File: src/rtl/pre_fetch_stage.sv
// Pre-IF stage: owns the fetch PC, issues icache requests and hands entries to the fetch stage.
// Define PFS_STALL_CNT_EN to add the saturating pfs_stall_cnt output.
module pre_fetch_stage #(
    parameter logic [31:0] RESET_PC   = 32'hBFC0_0000,
    parameter logic [31:0] EXC_VECTOR = 32'hBFC0_0380
) (
    input  logic        clk,
    input  logic        reset,
    input  logic        fs_allowin,
    input  logic        fs_to_pfs_valid,
    input  logic        fs_inst_pending,
    input  logic        fs_br_op,
    input  logic        bpu_flush,
    input  logic [31:0] bpu_target,
    input  logic        pipeline_flush,
    input  logic        pipeline_eret,
    input  logic [31:0] c0_epc,
    output logic        pfs_to_fs_valid,
    output logic [31:0] pfs_pc,
    output logic        pfs_inst_valid,
    output logic [31:0] pfs_inst,
    output logic        pfs_ex,
    output logic [4:0]  pfs_exccode,
    output logic [31:0] pfs_badvaddr,
    output logic        pfs_data_cancel,
`ifdef PFS_STALL_CNT_EN
    output logic [31:0] pfs_stall_cnt,
`endif
    output logic        icache_req,
    output logic [31:0] icache_addr,
    input  logic        icache_addr_ok,
    input  logic        icache_data_ok,
    input  logic [31:0] icache_rdata
);

    typedef enum logic [1:0] {S_REQ, S_WAIT, S_HOLD, S_CANCEL} state_e;

    state_e      state_q, state_d;
    logic [31:0] pc_q, pc_d;
    logic [31:0] entry_pc_q, entry_pc_d;
    logic [31:0] inst_q, inst_d;
    logic        inst_valid_q, inst_valid_d;
    logic        ex_q, ex_d;
    logic        redir_q, redir_d;
    logic [31:0] redir_pc_q, redir_pc_d;
    logic        run_q;

    logic        squash, slot_redir, aligned, pfs_owns_data, req_fire;
    logic [31:0] flush_pc, seq_pc, after_pc;

    // A delay-slot redirect keeps the entry and only retargets the PC that follows it.
    assign squash        = pipeline_flush | (bpu_flush & ~fs_br_op);
    assign slot_redir    = bpu_flush & fs_br_op & ~pipeline_flush;
    assign flush_pc      = pipeline_flush ? (pipeline_eret ? c0_epc : EXC_VECTOR) : bpu_target;
    assign aligned       = (pc_q[1:0] == 2'b00);
    assign pfs_owns_data = icache_data_ok & ~fs_inst_pending;
    assign seq_pc        = redir_q ? redir_pc_q : pc_q + 32'd4;
    assign after_pc      = slot_redir ? bpu_target : seq_pc;

    // run_q holds off the first request until the cycle after reset release.
    assign icache_req = run_q & aligned &
                        ((state_q == S_REQ) |
                         ((state_q == S_WAIT) & fs_allowin & ~pipeline_flush & ~bpu_flush));
    assign req_fire   = icache_req & icache_addr_ok;

    // NOTE: every always_comb target gets its hold value first so no latch is inferred.
    always_comb begin
        state_d      = state_q;
        pc_d         = pc_q;
        entry_pc_d   = entry_pc_q;
        inst_d       = inst_q;
        inst_valid_d = inst_valid_q;
        ex_d         = ex_q;
        redir_d      = redir_q;
        redir_pc_d   = redir_pc_q;
        case (state_q)
            S_REQ: begin
                if (squash) begin
                    pc_d    = flush_pc;
                    redir_d = 1'b0;
                    if (req_fire) state_d = S_CANCEL;
                end else if (run_q && !aligned) begin
                    state_d    = S_HOLD;
                    ex_d       = 1'b1;
                    entry_pc_d = pc_q;
                    pc_d       = after_pc;
                    redir_d    = 1'b0;
                end else if (req_fire) begin
                    state_d    = S_WAIT;
                    entry_pc_d = pc_q;
                    pc_d       = after_pc;
                    redir_d    = 1'b0;
                end else if (slot_redir) begin
                    redir_d    = 1'b1;
                    redir_pc_d = bpu_target;
                end
            end
            S_WAIT: begin
                if (squash) begin
                    pc_d    = flush_pc;
                    state_d = pfs_owns_data ? S_REQ : S_CANCEL;
                end else begin
                    if (slot_redir) pc_d = bpu_target;
                    if (fs_allowin) begin
                        if (req_fire) begin
                            entry_pc_d = pc_q;
                            pc_d       = seq_pc;
                        end else begin
                            state_d = S_REQ;
                        end
                    end else if (pfs_owns_data) begin
                        state_d      = S_HOLD;
                        inst_d       = icache_rdata;
                        inst_valid_d = 1'b1;
                    end
                end
            end
            S_HOLD: begin
                if (squash) begin
                    pc_d = flush_pc;
                end else if (slot_redir) begin
                    pc_d = bpu_target;
                end
                if (squash || fs_allowin) begin
                    state_d      = S_REQ;
                    inst_valid_d = 1'b0;
                    ex_d         = 1'b0;
                end
            end
            S_CANCEL: begin
                if (pipeline_flush || bpu_flush) pc_d = flush_pc;
                if (icache_data_ok) state_d = S_REQ;
            end
            default: state_d = S_REQ;
        endcase
    end

    // NOTE: sequential state uses non-blocking assignments so all flops update together.
    always_ff @(posedge clk or negedge reset) begin
        if (!reset) begin
            state_q      <= S_REQ;
            pc_q         <= RESET_PC;
            entry_pc_q   <= 32'd0;
            inst_q       <= 32'd0;
            inst_valid_q <= 1'b0;
            ex_q         <= 1'b0;
            redir_q      <= 1'b0;
            redir_pc_q   <= 32'd0;
            run_q        <= 1'b0;
        end else begin
            state_q      <= state_d;
            pc_q         <= pc_d;
            entry_pc_q   <= entry_pc_d;
            inst_q       <= inst_d;
            inst_valid_q <= inst_valid_d;
            ex_q         <= ex_d;
            redir_q      <= redir_d;
            redir_pc_q   <= redir_pc_d;
            run_q        <= 1'b1;
        end
    end

    assign pfs_to_fs_valid = (state_q == S_WAIT) || (state_q == S_HOLD);
    assign pfs_pc          = entry_pc_q;
    assign pfs_inst_valid  = inst_valid_q;
    assign pfs_inst        = inst_q;
    assign pfs_ex          = ex_q;
    assign pfs_exccode     = ex_q ? 5'h04 : 5'h00;
    assign pfs_badvaddr    = ex_q ? entry_pc_q : 32'd0;
    assign pfs_data_cancel = (state_q == S_CANCEL);
    assign icache_addr     = pc_q;

`ifdef PFS_STALL_CNT_EN
    logic [31:0] stall_cnt_q;
    always_ff @(posedge clk or negedge reset) begin
        if (!reset) begin
            stall_cnt_q <= 32'd0;
        end else if (((icache_req && !icache_addr_ok) || (pfs_to_fs_valid && !fs_allowin)) &&
                     (stall_cnt_q != 32'hFFFF_FFFF)) begin
            stall_cnt_q <= stall_cnt_q + 32'd1;
        end
    end
    assign pfs_stall_cnt = stall_cnt_q;
`endif

endmodule

File: config.mk
export PLATFORM = sky130hd
export DESIGN_NAME = pre_fetch_stage
export DESIGN_NICKNAME = d
export VERILOG_FILES = /design/src/rtl/pre_fetch_stage.sv
export SDC_FILE = /design/constraint.sdc
export NUM_CORES = 1
export LEC_CHECK = 0
export CAP_MARGIN = 20
export CORE_UTILIZATION = 54
export DETAILED_ROUTE_END_ITERATION = 10
export PLACE_DENSITY = 0.95
export SLEW_MARGIN = 30
export SYNTH_ARGS = -nofsm -noshare
export SYNTH_HDL_FRONTEND = slang
export SYNTH_SLANG_ARGS = --single-unit
File: constraint.sdc
create_clock -name clk -period 4.45 [get_ports clk]
set_input_delay 0.89 -clock clk [delete_from_list [all_inputs] [get_ports clk]]
set_output_delay 0.89 -clock clk [all_outputs]
set_load 0.02 [all_outputs]
==> parameters.txt <==
Parameter                              Value

Setup path
  Worst reg-to-reg path cell count ... 7
  Endpoint required time on the critical path ... 4.79 ns
  Crit Reg-Reg Startpoint ... icache_addr[2]$_DFFE_PN0P_
  Worst EP arrival ... 3.98 ns
  Nature of the critical path endpoint ... flip-flop
  Critical path peak fanout ... 15
  Crit Path Category ... in2reg
  Type of origin of the critical path ... primary input
  Reg2Reg Setup Slack ... 1.13 ns
  Reg2Reg Capture Point ... icache_addr[26]$_DFFE_PN1P_

Global route
  All-Layer GR Usage ... 0.3853
  Initial antenna violation count ... 0
  Maximum number of pins on one net before global-route repair ... 106
  First-pass GRT wire length ... 52,950 um
  Overall overflow remaining after global route ... 0
  Vias in the first global route ... 10,070

Route
  Number of vias per cell after detailed routing ... 6.886
  Average wire per cell in the routed design ... 22.96 um
  Metal-1 WL ... 11,920 um
  Post-route ant nets ... 0
  Routed WL ... 34,050 um
  Total length of routed met2 wires ... 15,280 um
  First-pass iteration count of the detailed router ... 7
  Vias ... 10,210
  Routed met3 length ... 4623 um
  Starting DRT DRC Count ... 1,808
  DRC violation count after routing ... 0
  Highest layer used for signal routing ... met5

Floorplanning
  Die Ht ... 133.2 um
  Initial Util ... 0.5569
  Total core area ... 16,700 um^2
  Count of standard-cell rows ... 47
  Ports ... 245
  Area of the die ... 17,750 um^2
  Horizontal extent of the die ... 133.2 um

Synthesis
  Synth Area in XOR/XNOR ... 0.01413
  Compound-gate portion of the synthesized area ... 0.2303
  Library cell occupying the most area in the post-synthesis netlist ... sky130_fd_sc_hd__dfrtp_1
  Total standard cell area after synthesis ... 9300 um^2
  Synth async-reset ratio ... 1.000
  Post-synthesis share of cell area spent on full adders, half adders and majority gates ... 0.008072
  Yosys cell types ... 82
  Top cells by area in the synthesized netlist ... sky130_fd_sc_hd__dfrtp_1, sky130_fd_sc_hd__mux2_2, sky130_fd_sc_hd__nand2_1
  Number of warnings printed during yosys synthesis ... 0
  Syn_area_per_cell ... 8.874 um^2
  Synth Flop Type ... sky130_fd_sc_hd__dfrtp_1
  Cells after synthesis ... 1,048
  Number of enable-type register cells in the synthesized netlist ... 0
  Share of the synthesized area in the top cell type ... 0.3363
  Number of synthesized register bits ... 134
  Combinational family with the most area after synthesis ... compound AO/OA/AOI/OAI gates
  Multiplexer fraction of the synthesized cell area ... 0.1508
  Fraction of the mapped netlist area in simple logic gates ... 0.1824
  Share of the yosys chip area belonging to registers ... 0.3618

Clocking
  Clock latency on the worst-skew pair ... 0.43 ns
  Clock buffer depth ... 2
  Depth of the CTS H-tree ... 4
  Clock transition at the register clock pins on the worst setup and hold paths after CTS ... 0.06 ns
  Post-cts repair resize count ... 0
  CTS tree ... done
  Clock buffer count from CTS ... 17
  Clk Tree Root Cell ... sky130_fd_sc_hd__clkbuf_16
  Setup Fix Bufs, Post-CTS ... 0
  Number of clock sinks ... 134
  Hold buffer count at cts ... 0

Finish
  Commonest non-fill, non-tap cell in the layout ... sky130_fd_sc_hd__clkdlybuf4s50_1
  Fraction of layout cells with a size suffix above 1 ... 0.1623
  Post-layout util ... 0.7440
  Number of inserted diodes ... 0
  Nets@finish ... 1,363
  Highest-count cells in the layout ignoring fill and taps ... sky130_fd_sc_hd__clkdlybuf4s50_1, sky130_fd_sc_hd__dfrtp_1, sky130_fd_sc_hd__nand2_1
  P&R area growth vs syn ... 33.61%

Pwr
  Leakage component of the power ... 4.934 nW
  Power per cell area ... 686.0 nW/um^2
  Worst vdd ir ... 410.8 uV

Outcome
  Result of the run ... complete, no violations

Timing
  Crit path time final ... 3.642 ns
  Max Slew Vio Count ... 0
  Headroom to the max-slew limit ... 0.3752
  Final Cycle Share ... 0.8185
  Worst Skew ... 0.006613 ns
  WHS ... 0.4987 ns
  Final hold violation count ... 0
  Transition time of the tightest slew-check pin ... 0.9371 ns
  Total Neg Setup Slack ... 0 ns
  FMAX ... 274.6 MHz
  Total setup violations reported at the end of the flow ... 0
  Unrepaired setup endpoints after global routing ... false

Hold path
  Worst min-delay path startpoint ... redir_pc_q[20]$_DFFE_PN0P_
  Hold EP ... redir_pc_q[20]$_DFFE_PN0P_
  Instance count along the most critical hold path ... 2
  Type of the tightest min-delay check ... reg2reg

Place
  Placer Congestion ... 0.9499
  Number of buffers added on ports ... 239
  DP Wirelength ... 22,810 um

Flow run
  Max-cap violations ... 0
[kinds of logic after synthesis]
| group | after synthesis |
|---|---|
| xor+xnor | 15 |
| flops | 134 |
| buf+inv | 114 |
| other cells | 2 |
| simple gates | 336 |
| mux | 127 |
| fa+ha+maj | 6 |
| compound gates | 314 |
[state kept, by name, indices dropped and copies added (netlist names)]
signal          cells
state_q             2
redir_pc_q         32
pfs_pc             32
pfs_inst           32
pfs_ex              1
redir_q             1
run_q               1
pfs_inst_valid      1
icache_addr        32
[cells in the mapped netlist (16+ instances only)]
library cell                 n
sky130_fd_sc_hd__and2_1     39
sky130_fd_sc_hd__mux2i_1    22
sky130_fd_sc_hd__a21oi_1    59
sky130_fd_sc_hd__nor2_1     54
sky130_fd_sc_hd__nand2_1   117
sky130_fd_sc_hd__buf_2      23
sky130_fd_sc_hd__dfrtp_1   125
sky130_fd_sc_hd__nand3_1    28
sky130_fd_sc_hd__inv_1      16
sky130_fd_sc_hd__nand4_1    16
sky130_fd_sc_hd__mux2_2    104
sky130_fd_sc_hd__clkbuf_1   54
sky130_fd_sc_hd__o21ai_0    73
[layer usage]
| layer | up-vias | GRT usage |
|---|---|---|
| met5 | - | 0.01667 |
| met4 | 2 | 0.2380 |
| li1 | 4302 | - |
| met3 | 257 | 0.1115 |
| met1 | 4732 | 0.4763 |
| met2 | 919 | 0.5937 |
[power breakdown]
part,switching (mW),leakage [nW],internal [mW]
clock network,0.606,0.274,0.745
logic,2.49,2.99,2.15
registers,0.735,1.67,1.80
[area by class of cell]
type / count / area (um^2)
Multi-Input combinational cell: 803 / 5489
Fill cell: 1184 / 4275
Sequential cell: 134 / 3366
Timing Repair Buffer: 277 / 2676
Clock buffer: 19 / 442.9
Tap cell: 220 / 275.3
Clock inverter: 13 / 112.6
Inverter: 17 / 63.81
[worst max-delay path: stages]
cell and delay (ns):
sky130_fd_sc_hd__clkdlybuf4s50_1 0.68, sky130_fd_sc_hd__and3b_1 0.84, sky130_fd_sc_hd__buf_4 0.32, sky130_fd_sc_hd__mux2_2 0.36, sky130_fd_sc_hd__a22o_1 0.25, sky130_fd_sc_hd__a2111oi_0 0.46, sky130_fd_sc_hd__a311oi_1 0.17
[per-stage QoR]
step	instances	instance area [um^2]	setup WS, ns	power, mW
floorplan	1051	9311	1.679	5.074
global placement	1451	11870	0.6925	6.852
detailed placement	1451	11870	0.5745	7.027
CTS	1483	12420	0.9962	8.412
global route	1483	12430	0.6614	8.896
finish	1483	12430	0.8079	8.524
[worst max-delay path by stage]
stage / from / end / cells after the start
global route: fs_br_op / icache_addr[30]$_DFFE_PN0P_ / 7
detailed placement: fs_br_op / icache_addr[22]$_DFFE_PN1P_ / 7
CTS: fs_br_op / icache_addr[22]$_DFFE_PN1P_ / 7
finish: fs_br_op / icache_addr[22]$_DFFE_PN1P_ / 7
floorplan: pipeline_flush / icache_req / 5
global placement: fs_br_op / icache_addr[22]$_DFFE_PN1P_ / 7
Power figures use the tool's default switching activity.
